[src/rtl/seg_scan_decoder.sv]
`default_nettype none
// +----------------------------------------------------------------------------+
// | seg_scan_decoder                                                           |
// | Follows a 4-digit multiplexed 7-segment scan and rebuilds the hex frame.   |
// | Rev 1.0 - initial release                                                  |
// +----------------------------------------------------------------------------+
module seg_scan_decoder #(
  parameter int TIMEOUT_CYCLES = 64
) (
  input  logic        segclk,
  input  logic        clr,
  input  logic [6:0]  seg,
  input  logic [3:0]  an,
  output logic [15:0] digits,
  output logic [3:0]  score,
  output logic        frame_valid,
  output logic        frame_err,
  output logic        sync_err,
  output logic        stale
);

  localparam int CW = $clog2(TIMEOUT_CYCLES + 1);
  localparam logic [CW-1:0] c_TIMEOUT = CW'(TIMEOUT_CYCLES);

  localparam logic [1:0] WAIT_L  = 2'd0;
  localparam logic [1:0] WAIT_ML = 2'd1;
  localparam logic [1:0] WAIT_MR = 2'd2;
  localparam logic [1:0] WAIT_R  = 2'd3;

  localparam logic [3:0] c_AN_BLANK = 4'b1111;
  localparam logic [3:0] c_AN_L     = 4'b0111;
  localparam logic [3:0] c_AN_ML    = 4'b1011;
  localparam logic [3:0] c_AN_MR    = 4'b1101;
  localparam logic [3:0] c_AN_R     = 4'b1110;

  logic [1:0]    r_state;
  logic [3:0]    r_sh_l;
  logic [3:0]    r_sh_ml;
  logic [3:0]    r_sh_mr;
  logic          r_sh_err;
  logic [CW-1:0] r_cnt;

  logic [3:0]    w_nib;
  logic          w_bad;
  logic [3:0]    w_an_exp;
  logic          w_onehot;
  logic [1:0]    w_state_nxt;
  logic          w_cap;
  logic [1:0]    w_cap_slot;
  logic          w_err_nxt;
  logic          w_publish;
  logic          w_sync;
  logic [CW-1:0] w_cnt_nxt;

  // Active-low segment pattern back to a nibble; unknown patterns flag the digit.
  always_comb begin
    w_nib = 4'h0;
    w_bad = 1'b0;
    case (seg)
      7'b1000000: w_nib = 4'h0;
      7'b1111001: w_nib = 4'h1;
      7'b0100100: w_nib = 4'h2;
      7'b0110000: w_nib = 4'h3;
      7'b0011001: w_nib = 4'h4;
      7'b0010010: w_nib = 4'h5;
      7'b0000010: w_nib = 4'h6;
      7'b1111000: w_nib = 4'h7;
      7'b0000000: w_nib = 4'h8;
      7'b0010000: w_nib = 4'h9;
      7'b0001000: w_nib = 4'hA;
      7'b0000011: w_nib = 4'hB;
      7'b1000110: w_nib = 4'hC;
      7'b0100001: w_nib = 4'hD;
      7'b0000110: w_nib = 4'hE;
      7'b0001110: w_nib = 4'hF;
      default:    w_bad = 1'b1;
    endcase
  end

  always_comb begin
    case (r_state)
      WAIT_L:  w_an_exp = c_AN_L;
      WAIT_ML: w_an_exp = c_AN_ML;
      WAIT_MR: w_an_exp = c_AN_MR;
      default: w_an_exp = c_AN_R;
    endcase
  end

  assign w_onehot = (an == c_AN_L) || (an == c_AN_ML) || (an == c_AN_MR) || (an == c_AN_R);

  always_comb begin
    w_state_nxt = r_state;
    w_cap       = 1'b0;
    w_cap_slot  = r_state;
    w_err_nxt   = r_sh_err;
    w_publish   = 1'b0;
    w_sync      = 1'b0;
    if (an == c_AN_BLANK) begin
      w_state_nxt = r_state;
    end else if (an == w_an_exp) begin
      w_cap     = 1'b1;
      w_err_nxt = r_sh_err | w_bad;
      if (r_state == WAIT_R) begin
        w_publish   = 1'b1;
        w_err_nxt   = 1'b0;
        w_state_nxt = WAIT_L;
      end else begin
        w_state_nxt = r_state + 2'd1;
      end
    end else if (w_onehot) begin
      w_sync = 1'b1;
      // A stray left digit restarts the frame rather than being thrown away.
      if (an == c_AN_L) begin
        w_cap       = 1'b1;
        w_cap_slot  = WAIT_L;
        w_err_nxt   = w_bad;
        w_state_nxt = WAIT_ML;
      end else begin
        w_err_nxt   = 1'b0;
        w_state_nxt = WAIT_L;
      end
    end else begin
      w_sync      = 1'b1;
      w_err_nxt   = 1'b0;
      w_state_nxt = WAIT_L;
    end
  end

  always_comb begin
    if (w_publish)
      w_cnt_nxt = '0;
    else if (r_cnt == c_TIMEOUT)
      w_cnt_nxt = r_cnt;
    else
      w_cnt_nxt = r_cnt + 1'b1;
  end

  always_ff @(posedge segclk or posedge clr) begin
    if (clr) begin
      r_state     <= WAIT_L;
      r_sh_l      <= 4'h0;
      r_sh_ml     <= 4'h0;
      r_sh_mr     <= 4'h0;
      r_sh_err    <= 1'b0;
      r_cnt       <= '0;
      digits      <= 16'h0000;
      score       <= 4'h0;
      frame_valid <= 1'b0;
      frame_err   <= 1'b0;
      sync_err    <= 1'b0;
      stale       <= 1'b0;
    end else begin
      r_state     <= w_state_nxt;
      r_sh_err    <= w_err_nxt;
      r_cnt       <= w_cnt_nxt;
      frame_valid <= w_publish;
      sync_err    <= w_sync;
      stale       <= (w_cnt_nxt == c_TIMEOUT);
      if (w_cap) begin
        case (w_cap_slot)
          WAIT_L:  r_sh_l  <= w_nib;
          WAIT_ML: r_sh_ml <= w_nib;
          WAIT_MR: r_sh_mr <= w_nib;
          default: ;
        endcase
      end
      if (w_publish) begin
        digits    <= {r_sh_l, r_sh_ml, r_sh_mr, w_nib};
        score     <= w_nib;
        frame_err <= r_sh_err | w_bad;
      end
    end
  end

endmodule
`default_nettype wire
[config.mk]
export PLATFORM = sky130hd
export DESIGN_NAME = seg_scan_decoder
export DESIGN_NICKNAME = d
export VERILOG_FILES = /design/src/rtl/seg_scan_decoder.sv
export SDC_FILE = /design/constraint.sdc
export NUM_CORES = 1
export LEC_CHECK = 0
export BUFFER_PORTS_ARGS = -buffer_cell sky130_fd_sc_hd__buf_2
export CAP_MARGIN = 20
export CORE_MARGIN = 2
export CORE_UTILIZATION = 56
export CTS_BUF_LIST = sky130_fd_sc_hd__clkbuf_16
export CTS_CLUSTER_DIAMETER = 100
export CTS_CLUSTER_SIZE = 24
export DETAILED_ROUTE_END_ITERATION = 7
export GPL_ROUTABILITY_DRIVEN = 0
export MAX_ROUTING_LAYER = met4
export PLACE_DENSITY = 0.79
export REMOVE_ABC_BUFFERS = 1
export SYNTH_ARGS = -nofsm -noshare
export SYNTH_HDL_FRONTEND = slang
export SYNTH_SLANG_ARGS = --single-unit
export TNS_END_PERCENT = 5
[constraint.sdc]
create_clock -name segclk -period 2.5 [get_ports segclk]
set_input_delay 0.125 -clock segclk [delete_from_list [all_inputs] [get_ports segclk]]
set_output_delay 0.125 -clock segclk [all_outputs]
set_load 0.02 [all_outputs]
[Yosys cells after proc, flatten, opt, wreduce, memory -nomap -nowiden]
Index checks and enable logic that the tools add are counted.
Word-level totals
  flip-flop bits (word level): 46
  bits in latches: 0
  RAM bits: 0
  ROM bits: 0
  input port bits: 13
  output and inout bits: 24
  word-level logic and storage cells: 79
  memories: 0
Cells by class
  $add $sub $neg: 2
  multipliers: 0
  divide/modulo/power cells: 0
  order comparisons: 0
  equal/unequal tests: 28
  shift-type cells: 0
  multiplexer cells: 26
  bitwise gates (word level): 1
  reduce and logical (&&, ||, !) cells: 10
Operators with widths (count)
  $pmux 4 s15: 1
  $eq 7x7->1 const B: 6
  $eq 7x5->1 const B: 3
  $eq 7x6->1 const B: 3
  $eq 4x4->1 const B: 4
  $reduce_or 16->1: 1
  $mux 1: 15
  $eq 7x2->1 const B: 2
  $eq 7x4->1 const B: 2
  $mux 2: 7
  $mux 7: 2
  $pmux 4 s3: 1
  $add 7x1->7 const B: 1
  $eq 7x3->1 const B: 1
  $logic_not 7->1: 1
  $eq 2x2->1 const B: 3
  $reduce_and 2->1: 3
  $eq 2x1->1 const B: 2
  $eq 4x3->1 const B: 1
  $eq 4x4->1: 1
  $logic_not 2->1: 2
  $logic_or 1x1->1: 3
  $add 2x1->2 const B: 1
  $or 1x1->1: 1

[Depth between registers and ports, before layout]
  depth after elaboration: 9
  gate-level depth with buffers: 11
  gate-level depth less buffers: 8

[Worst setup path after synthesis]
Ideal clock, no wire load.
  path type: register to register
  from: register r_state[0]
  to: register digits[0]
  library setup time: 0.128 ns
  arrival time: 1.840 ns
  required time: 2.372 ns
  slack: 0.532 ns
  stages on the path, launching flop included: 10
  clock period less this slack: 1.968 ns
  path through: dfrtp_1 -> inv_1 -> ha_1 -> xor2_1 -> and4_1 -> buf_6 -> nand3_4 -> inv_4 -> buf_8 -> mux2_1
Between the ends
  longest elaborated chain between the ends: 5
  elaborated cells on any way between the ends: 9
  those cells by class: eq/ne (4); mux (4); reduce/logical (1)
RTL lines
  from (decl): RTL line 36  | logic [1:0] r_state;
  from (signal assigned): RTL line 153  | r_state <= w_state_nxt;
  $eq 2x2->1, or another cell as far along: RTL line 81  | case (r_state)
  $pmux 4 s3: RTL line 81
  $eq 4x4->1: RTL line 100  | end else if (an == w_an_exp) begin
  $mux 1 (*): RTL line 100
  $mux 1 (*): RTL line 98  | if (an == c_AN_BLANK) begin
  to (signal assigned): RTL line 168  | digits <= {r_sh_l, r_sh_ml, r_sh_mr, w_nib};
  to (decl): RTL line 14  | output logic [15:0] digits,
Every way passes the cells marked *; elsewhere a longest branch is shown, timed or not.
A chain may end at the register's enable or synchronous reset.

[Final worst setup path]
  from: register r_state[1]
  to: register r_sh_l[2]
Between the ends
  longest elaborated chain between the ends: 7
  elaborated cells on any way between the ends: 13
  those cells by class: eq/ne (3); mux (7); reduce/logical (3)
RTL lines
  $eq 2x2->1, or another cell as far along: RTL line 81
  $pmux 4 s3: RTL line 81
  $eq 4x4->1: RTL line 100
  $mux 2: RTL line 100
  $mux 2: RTL line 98
  $logic_not 2->1: RTL line 160  | case (w_cap_slot)
  $reduce_and 2->1 (no line) (*)
  to (signal assigned): RTL line 161  | WAIT_L: r_sh_l <= w_nib;
  to (decl): RTL line 37  | logic [3:0] r_sh_l;
Marked as above.

==> results.cfg <==
[sta]
finalHoldViolations = 0
maxSlewHeadroom_pct = 57.76
fmax_ghz = 0.4255
skew_ps = 4.354
finalWorstSetupSlack_ps = 149.8
layout_min_cycle_time_ps = 2350
fin_setup_tns_ps = 0
finalMaxSlewViolations = 0
rsz0062_at_grt = false
period_share_pct = 94.01
setup_viol = 0
worstMarginPinSlew_ps = 625.4
hold_ws_ps = 195.6

[detailed_routing]
route.detailed.drc = 0
routedWlPerCell_microns = 14.33
routed_wl_mm = 4.428
drtPass1Iterations = 4
dr_total_vias = 1723
drtIter0Drc = 116
ant_nets = 0
via_per_inst = 5.576

[logic_synthesis]
syn-mean-instance-area_sq_um = 9.917
yosysWarnings = 0
synthCells = 230
synth_edf_count = 0
synth-seq-cells = 42
synth_area_sq_mm = 0.002281
synth-async-reset-ratio_pct = 100.0
ys_types = 46
seq_area_frac_synth_pct = 46.08
yosys_most_used_dff = dfrtp_1

[floorplanning]
dieWidth_microns = 67.82
io_pins = 37
initial_core_util_pct = 57.44
rows = 23
coreArea_sq_mm = 0.003971
die-area_sq_mm = 0.004600
die_h_microns = 67.82

[clock_network]
numCtsBuffers = 5
root_buffer = clkbuf_16
clk_pin_slew_worst_paths_ps = 50
htree_num_levels = 2
cts_sinks = 42
post_cts.repair.setup_buffers = 0
cts_tree = done
clk_path_buf_depth = 2
clk_latency_ps = 280

[placed_design]
dp_worst_setup_slack_ps = 259.3
dpl.hpwl_mm = 3.046
io_buffers = 36

[setup_path]
path_buf_inv = 1
cp_top_family = simple AND/OR/NAND/NOR gates
required_ps = 2650
critPathCaptureType = flop
start_kind = flop
crit_type = reg2reg
slowest_stage = dfrtp_1
cp.arrival_ps = 2510
path_max_fanout = 7
worst_path_largest_cell_delay_ps = 440
crit_chain = inv_1 > ha_1 > xor2_1 > and4_1 > nand3_2 > a21oi_4 > mux2_2

[global_route]
antenna_found_initial = 0
grt_pass1_wl_mm = 7.458
track_usage_pct = 22.43
grt_pass1_vias = 1573
overflow = 0
grt_max_degree = 43

[pwr]
p_leak_nw = 1.350
vdd_drop_max_uv = 345.9
powerDensity_mw_per_mm2 = 725.8

[outcome]
status = complete, no violations

[final_layout]
antenna-diode-count = 0
drive_gt1_share_pct = 25.87
fillers = 311
nets = 278
final_util_pct = 65.25
syn_to_final_growth_pct = 13.60

[worst_hold_path]
hold_class = in2reg

[run]
cap_viol_max_count = 0
==> worst register-to-register path: stages, from the launching register on <==
cell     delay [ps]
dfrtp_1         440
inv_1           180
ha_1            220
xor2_1          200
and4_1          420
nand3_2         140
a21oi_4         240
mux2_2          380
==> placed cells by master, fill, tap and decap left out, types with 4 or more instances in the layout <==
master | Yosys | final
inv_1 | 5 | 5
a21oi_1 | 4 | 4
nand2_1 | 44 | 44
nor2_1 | 15 | 15
nand3_1 | 10 | 10
o211ai_1 | 4 | 4
mux2_2 | 16 | 16
xnor2_1 | 4 | 4
nor3_1 | 6 | 6
clkbuf_16 | 0 | 5
buf_2 | 8 | 36
dfrtp_1 | 42 | 42
and3_1 | 4 | 4
ha_1 | 7 | 7
xor2_1 | 10 | 10
==> what timing repair did <==
item | in CTS | in global routing
endpoints found under the setup margin | 0 | 0
hold endpoints to repair | 21 | 0
gates resized for setup | 0 | 0
hold buffers | 1 | 0
==> through the flow <==
step,std cells,power [mW],instance area (sq um)
6_report,309,1.881,2591
5_1_grt,309,1.987,2591
4_1_cts,309,1.892,2591
3_5_place_dp,300,1.179,2416
3_3_place_gp,300,1.171,2416
2_1_floorplan,212,1.086,2158
==> layout make-up <==
class | count | area [sq um] | area share [%]
well taps | 50 | 62.56 | 2.414
flip-flops and latches | 42 | 1051 | 40.56
repair buffers | 39 | 205.2 | 7.919
clock inverters | 3 | 40.04 | 1.545
clock buffers | 5 | 125.1 | 4.829
multi-input cells | 164 | 1082 | 41.77
inverters | 6 | 25.02 | 0.9657
==> worst paths after layout <==
path,from,endpoint,slack [ps],cells past startpoint
setup / recovery,r_state[1],r_sh_l[2],150,7
hold / removal,an[3],r_state[0],200,3
setup reg to reg,r_state[1],r_sh_l[2],150,7
hold reg to reg,r_sh_mr[1],digits[5],460,2
max in group asynchronous,clr,r_sh_ml[3],1620,4
min in group asynchronous,clr,r_sh_ml[0],520,4
==> cell families (layout without fill, tap and decap cells) <==
group,Yosys count,in the layout,synth area share [%]
AND/OR/NAND/NOR,103,103,22.66
flip-flops,42,42,46.08
adder cells (fa/ha/maj),7,7,3.840
XOR/XNOR,14,14,5.375
AO/OA/AOI/OAI,23,23,7.187
buffers and inverters,24,53,6.473
multiplexers,17,17,8.393
==> synth_stat cells (2+ instances only) <==
library cell	number	area [sq um]
a21oi_1	4	20.02
dfrtp_1	42	1051
or3_1	2	12.51
mux2_2	16	180.2
clkbuf_1	3	11.26
ha_1	7	87.58
o211ai_1	4	30.03
buf_8	2	30.03
buf_2	8	40.04
nand3_1	10	50.05
nor3b_1	3	22.52
a32oi_1	2	17.52
o41ai_1	2	17.52
and2_1	2	12.51
buf_4	4	30.03
inv_1	5	18.77
and3_1	4	25.02
nand2b_1	3	18.77
o21ai_0	3	15.01
xor2_1	10	87.58
xnor2_1	4	35.03
nor2_1	15	56.30
nand2_1	44	165.2
a31oi_1	2	12.51
nor3_1	6	30.03
nand4_1	3	18.77
==> flip-flops by register name, indices dropped and copies added (netlist names) <==
signal,flops
stale,1
digits,16
r_state,2
frame_err,1
r_sh_l,4
r_cnt,7
sync_err,1
frame_valid,1
r_sh_err,1
r_sh_mr,4
r_sh_ml,4
==> layer usage <==
metal  global-route usage (%)  vias up  routed length, microns  share of wire (%)
li1                         -      838                       -                  -
met2                    35.91       60                    2134                 48
met1                    28.09      818                    1963                 44
met5                        -        -                       0                  0
met4                    6.500        0                      63                1.4
met3                    6.086        7                     266                6.0
==> where the power goes <==
group	internal, mW	leakage (nW)	total, mW	switching (mW)
Sequential	0.756	0.568	0.859	0.102
Combinational	0.153	0.699	0.316	0.164
Clock	0.466	0.0836	0.706	0.239
(Power assumes the default switching activity.)
